File: config.mk
export PLATFORM = sky130hd
export DESIGN_NAME = ram_scan_reader
export DESIGN_NICKNAME = d
export VERILOG_FILES = /design/src/rtl/ram_scan_pkg.sv /design/src/rtl/ram_scan_reader_tick_divider.sv /design/src/rtl/ram_scan_reader.sv
export SDC_FILE = /design/constraint.sdc
export NUM_CORES = 1
export LEC_CHECK = 0
export CORE_MARGIN = 3
export CORE_UTILIZATION = 50
export CTS_CLUSTER_DIAMETER = 30
export DETAILED_ROUTE_END_ITERATION = 7
export HOLD_SLACK_MARGIN = 0.1
export PLACE_DENSITY = 0.73
export SETUP_SLACK_MARGIN = 0.05
export SLEW_MARGIN = 20
export SYNTH_ARGS = -nofsm -noshare
export SYNTH_HDL_FRONTEND = slang
export SYNTH_SLANG_ARGS = --single-unit
export TNS_END_PERCENT = 20
File: constraint.sdc
create_clock -name clk -period 2 [get_ports clk]
set_clock_uncertainty 0.05 [all_clocks]
set_input_delay 0.4 -clock clk [delete_from_list [all_inputs] [get_ports clk]]
set_output_delay 0.4 -clock clk [all_outputs]
set_load 0.01 [all_outputs]
File: src/rtl/ram_scan_pkg.sv
// Shared widths and FSM state type for the RAM scan reader.
// Imported by ram_scan_reader and its testbench.
package ram_scan_pkg;

    localparam int ADDR_W = 5;
    localparam int DATA_W = 3;

    typedef enum logic [2:0] {
        IDLE,
        ISSUE,
        WAIT,
        CAPTURE,
        HOLD
    } scanState_t;

    function automatic logic [ADDR_W-1:0] nextAddr(input logic [ADDR_W-1:0] addr);
        return addr + 1'b1;
    endfunction

endpackage

File: src/rtl/ram_scan_reader_tick_divider.sv
// Display hold counter: counts 0..TICK_DIV-1 while run is high.
// Raises tc combinationally on the terminal count.
module tick_divider #(
    parameter int TICK_DIV = 50_000_000
) (
    input  logic clk,
    input  logic reset_n,
    input  logic clear,
    input  logic run,
    output logic tc
);

    localparam int CNT_W = $clog2(TICK_DIV);
    localparam logic [CNT_W-1:0] LAST = CNT_W'(TICK_DIV - 1);

    logic [CNT_W-1:0] count_q;
    logic [CNT_W-1:0] count_d;

    assign tc = run && !clear && (count_q == LAST);

    // Clear wins over run so a pause always restarts the hold period from zero.
    always_comb begin
        count_d = count_q;
        if (clear) begin
            count_d = '0;
        end else if (run) begin
            count_d = tc ? '0 : count_q + 1'b1;
        end
    end

    always_ff @(posedge clk or negedge reset_n) begin
        if (!reset_n) begin
            count_q <= '0;
        end else begin
            count_q <= count_d;
        end
    end

endmodule

File: src/rtl/ram_scan_reader.sv
// Steps through a 32-word external RAM, holding each word on the display outputs.
// Optional manual single-step input enabled by defining RAM_SCAN_STEP_EN.
module ram_scan_reader
    import ram_scan_pkg::*;
#(
    parameter int TICK_DIV = 50_000_000,
    parameter int RD_LAT   = 1
) (
    input  logic              clk,
    input  logic              reset_n,
    input  logic              enable,
`ifdef RAM_SCAN_STEP_EN
    input  logic              step,
`endif
    output logic [ADDR_W-1:0] rd_addr,
    input  logic [DATA_W-1:0] rd_data,
    output logic [ADDR_W-1:0] disp_addr,
    output logic [DATA_W-1:0] disp_data,
    output logic              disp_valid,
    output logic              wrap
);

    localparam logic [1:0] WAIT_LAST = 2'(RD_LAT - 1);

    scanState_t        state_q;
    logic [ADDR_W-1:0] scanAddr_q;
    logic [ADDR_W-1:0] dispAddr_q;
    logic [DATA_W-1:0] dispData_q;
    logic              dispValid_q;
    logic              wrap_q;
    logic [1:0]        waitCnt_q;
    logic              holdRun;
    logic              holdClear;
    logic              holdTc;
    logic              abort;

`ifdef RAM_SCAN_STEP_EN
    logic stepPrev_q;
    logic singleShot_q;
    logic stepRise;

    assign stepRise = step && !stepPrev_q;
    // A manual step runs its read to completion even though enable is low.
    assign abort    = !enable && !singleShot_q;
`else
    assign abort    = !enable;
`endif

    assign holdRun   = (state_q == CAPTURE) || (state_q == HOLD);
    assign holdClear = !enable;

    tick_divider #(
        .TICK_DIV(TICK_DIV)
    ) u_holdDiv (
        .clk    (clk),
        .reset_n(reset_n),
        .clear  (holdClear),
        .run    (holdRun),
        .tc     (holdTc)
    );

    always_ff @(posedge clk or negedge reset_n) begin
        if (!reset_n) begin
            state_q      <= IDLE;
            scanAddr_q   <= '0;
            dispAddr_q   <= '0;
            dispData_q   <= '0;
            dispValid_q  <= 1'b0;
            wrap_q       <= 1'b0;
            waitCnt_q    <= '0;
`ifdef RAM_SCAN_STEP_EN
            stepPrev_q   <= 1'b0;
            singleShot_q <= 1'b0;
`endif
        end else begin
            wrap_q <= 1'b0;
`ifdef RAM_SCAN_STEP_EN
            stepPrev_q <= step;
`endif
            case (state_q)
                IDLE: begin
                    if (enable) begin
                        state_q <= ISSUE;
`ifdef RAM_SCAN_STEP_EN
                    end else if (stepRise) begin
                        scanAddr_q   <= nextAddr(scanAddr_q);
                        wrap_q       <= (scanAddr_q == {ADDR_W{1'b1}});
                        singleShot_q <= 1'b1;
                        state_q      <= ISSUE;
`endif
                    end
                end
                ISSUE: begin
                    if (abort) begin
                        state_q <= IDLE;
                    end else begin
                        waitCnt_q <= '0;
                        state_q   <= WAIT;
                    end
                end
                WAIT: begin
                    if (abort) begin
                        state_q <= IDLE;
                    end else if (waitCnt_q == WAIT_LAST) begin
                        state_q <= CAPTURE;
                    end else begin
                        waitCnt_q <= waitCnt_q + 2'd1;
                    end
                end
                CAPTURE: begin
                    if (abort) begin
                        state_q <= IDLE;
                    end else begin
                        dispAddr_q  <= scanAddr_q;
                        dispData_q  <= rd_data;
                        dispValid_q <= 1'b1;
`ifdef RAM_SCAN_STEP_EN
                        if (singleShot_q) begin
                            singleShot_q <= 1'b0;
                            state_q      <= IDLE;
                        end else begin
                            state_q <= HOLD;
                        end
`else
                        state_q <= HOLD;
`endif
                    end
                end
                HOLD: begin
                    if (abort) begin
                        state_q <= IDLE;
                    end else if (holdTc) begin
                        scanAddr_q <= nextAddr(scanAddr_q);
                        wrap_q     <= (scanAddr_q == {ADDR_W{1'b1}});
                        state_q    <= ISSUE;
                    end
                end
                default: state_q <= IDLE;
            endcase
        end
    end

    assign rd_addr    = scanAddr_q;
    assign disp_addr  = dispAddr_q;
    assign disp_data  = dispData_q;
    assign disp_valid = dispValid_q;
    assign wrap       = wrap_q;

endmodule

==> flow_metrics.tcl <==
set metrics [dict create \
    whs_path_depth 1 \
    critical_path_depth 5 \
    top_layer_used "met4" \
    drc 0 \
    grt_antenna_before_repair 0 \
    port_buffers 20 \
    cts_tree "built" \
    synth-async-reset-ratio_pct 100 \
    finalSetupViolCount 3 \
    area_growth_pct 32.5 \
    syn-num-nets 265 \
    grt-ovfl-total 0 \
    grt_pass1_wl_um 10600 \
    crit_path_end_kind "register" \
    track_usage_pct 22.5 \
    hpwl_um 4490 \
    final_nets 334 \
    path_buf_inv 0 \
    die_h_um 76.2 \
    met1Wirelength_um 2820 \
    routed_wl_um 6370 \
    worst_path_max_delay_cell "a2111o_1" \
    htreeDepth 2 \
    worstPathRequired_ns 2.19 \
    cts.clk_slew.worst_paths_ns 0.09 \
    dieWidth_um 76.2 \
    root_buffer "clkbuf_8" \
    tightest_slew_ns 0.456 \
    yosys_register_bits 46 \
    ir_worst_vdd_mv 0.438 \
    grt_max_degree 47 \
    leakagePower_nw 1.39 \
    startpoint_type "register" \
    finalCritPeriodShare_pct 102 \
    worst_slack_ns -0.0478 \
    p_per_area_nw_per_um2 571 \
    max_stage_delay_ns 0.48 \
    drt-initial-drc-count 154 \
    synth_enable_flop_cells 0 \
    clock_sinks 46 \
    diodes 0 \
    ant_nets 0 \
    path_max_fanout 5 \
    clk-insertion-delay-late_ns 0.30 \
    hold_violations 0 \
    wl_met3_um 231 \
    finalCriticalPeriod_ns 2.05 \
    status "finished, violations left" \
    first_pass_iters 4 \
    slew_headroom_pct 69.5 \
    whs_ns 0.422 \
    min_path_type "register to register" \
    io_pins 21 \
    start_util_pct 54.1 \
    dieArea_um2 5810 \
    cp.arrival_ns 2.23 \
    power_mw 1.87 \
    maxCapViolCount 0 \
    wl_per_cell_um 16.3 \
    first_global_vias 2197 \
    cts_buffers 5 \
    vias 2234 \
    clockBufferDepth 2 \
    seq_area_frac_synth_pct 46.7 \
    postSynthAreaPerCell_um2 9.68 \
    postSynthCellCount 255 \
    synthDistinctLibCells 49 \
    gp_congestion 0.886 \
    via_per_inst 5.73 \
    failed_checks "setup timing" \
    seqCellArea_um2 1150 \
    slew_viol_final 0 \
    route.met2.wl_um 3280 \
    max_freq_mhz 488 \
    synth_flop_cell "dfrtp_1" \
    drive_gt1_share_pct 27.1 \
    rows 24 \
    grt_setup_unrepaired "yes" \
    core_um2 4560 \
    path_cells "or3b_4 -> o21a_4 -> a2111o_1 -> or3_1 -> a21oi_2" \
    crit_family "simple AND/OR/NAND/NOR gates" \
    worstRegToRegCells 5 \
    syn_area_um2 2470 \
    nFillCells 370 \
    yosys_warnings 0 \
    multi_input_area_um2 1330 \
    criticalPathCategory "register to register" \
]
## final cells by class
type | instances | share of cell area [%]
clock buffer | 6 | 2.22
clock inverter | 2 | 0.421
inverter | 6 | 0.689
multi-input combinational | 194 | 40.7
sequential | 46 | 35.2
tap | 65 | 2.49
timing repair buffer | 71 | 18.3
## through the flow
step                       TNS, ns  util, %  instance area [µm²]  setup WS [ns]  cells
final                      -0.0989     71.6                 3270        -0.0478    390
after global routing        -0.538     71.6                 3270         -0.124    390
after CTS                 -0.00484     70.0                 3200       -0.00484    387
after detailed placement     -5.10     67.3                 3070         -0.248    378
after global placement       -4.61     67.3                 3070         -0.227    378
after floorplan                  0        -                 2480        0.00810    255
## layer usage
layer	track usage [%]	vias up
li1	-	1080
met1	29.8	1107
met2	38.0	43
met3	4.26	4
met5	0	-
met4	5.62	0
## synth_stat cells, drive strengths merged, types with 2 or more instances
library cell / instances / area share [%]
xor2: 3 / 1.1
nor4: 7 / 2.0
o211ai: 3 / 0.91
nand2b: 2 / 0.51
and3: 6 / 1.5
buf: 2 / 0.41
or3: 6 / 1.5
nor2: 18 / 2.7
o21ai: 13 / 2.6
nor3: 9 / 1.8
nand2: 27 / 4.1
and2: 2 / 0.51
nand3: 13 / 2.6
a31oi: 3 / 0.76
mux2: 12 / 5.5
nor2b: 3 / 0.76
o211a: 3 / 1.2
or4: 2 / 0.61
clkbuf: 7 / 1.1
a21oi: 10 / 2.0
and4: 4 / 1.4
inv: 5 / 0.76
ha: 4 / 2.0
dfrtp: 46 / 47
xnor2: 7 / 2.5
nor3b: 2 / 0.61
nand4: 8 / 2.0
o21a: 3 / 1.2
nand3b: 3 / 0.91
o22ai: 2 / 0.51
a32o: 3 / 1.2
a211oi: 2 / 0.61
nor4b: 2 / 0.71
## placed cells by master, fill, tap and decap left out, drive strengths merged, types with 2 or more instances in the layout
| cell | instances |
|---|---|
| buf | 51 |
| dfrtp | 46 |
| nand2 | 27 |
| clkdlybuf4s50 | 19 |
| nor2 | 18 |
| nand3 | 13 |
| o21ai | 13 |
| mux2 | 12 |
| a21oi | 10 |
| nor3 | 9 |
| nand4 | 8 |
| xnor2 | 7 |
| nor4 | 7 |
| or3 | 6 |
| and3 | 6 |
| clkbuf | 6 |
| inv | 5 |
| and4 | 4 |
| ha | 4 |
| nor2b | 3 |
| nand3b | 3 |
| a31oi | 3 |
| a32o | 3 |
| o211ai | 3 |
| o211a | 3 |
| xor2 | 3 |
| o21a | 3 |
| clkinv | 3 |
| nor3b | 2 |
| and2 | 2 |
| or4 | 2 |
| a211oi | 2 |
| nand2b | 2 |
| o22ai | 2 |
| nor4b | 2 |
## worst register-to-register path, delay by kind of cell, from the launching register on
| family | cells | cell delay [ns] |
|---|---|---|
| and+or+nand+nor | 2 | 0.78 |
| DFF | 1 | 0.39 |
| AOI/OAI and AO/OA | 3 | 0.77 |
## power by group
group          total [mW]  switching, mW  internal, mW
sequential           1.00         0.0285         0.975
clock               0.567          0.320         0.247
combinational       0.297          0.139         0.158
total                1.87          0.487          1.38
## flip-flops by register name, indices dropped and copies added, names as in the netlist
register / cells
wrap: 1
state_q: 3
rd_addr: 5
disp_data: 3
waitCnt_q: 2
disp_addr: 5
u_holdDiv.count_q: 26
disp_valid: 1
## worst paths after layout
kind,start,to,slack (ns)
worst min register to register,disp_valid,disp_valid,0.42
worst min-delay path,disp_valid,disp_valid,0.42
worst max register to register,state_q[0],u_holdDiv.count_q[22],-0.05
min in group asynchronous,reset_n,u_holdDiv.count_q[18],0.56
worst max-delay path,state_q[0],u_holdDiv.count_q[22],-0.05
max in group asynchronous,reset_n,u_holdDiv.count_q[9],1.12
## repair_timing
| item | in CTS | in global routing |
|---|---|---|
| pin swaps | 0 | 2 |
| hold endpoints to repair | 46 | 0 |
| endpoints found under the setup margin | 12 | 25 |
| hold buffers | 1 | 0 |
| setup buffers | 0 | 3 |
| gates resized for setup | 7 | 11 |
## cell families (layout without fill, tap and decap cells)
family / count (synthesis) / count (layout) / synth area share, %
AND/OR/NAND/NOR: 120 / 120 / 26.7
multiplexers: 12 / 12 / 5.48
AO/OA/AOI/OAI: 48 / 48 / 13.2
flip-flops: 46 / 46 / 46.7
adder cells (fa/ha/maj): 4 / 4 / 2.03
XOR/XNOR: 10 / 10 / 3.55
buffers and inverters: 15 / 85 / 2.38
(Power assumes the default switching activity.)
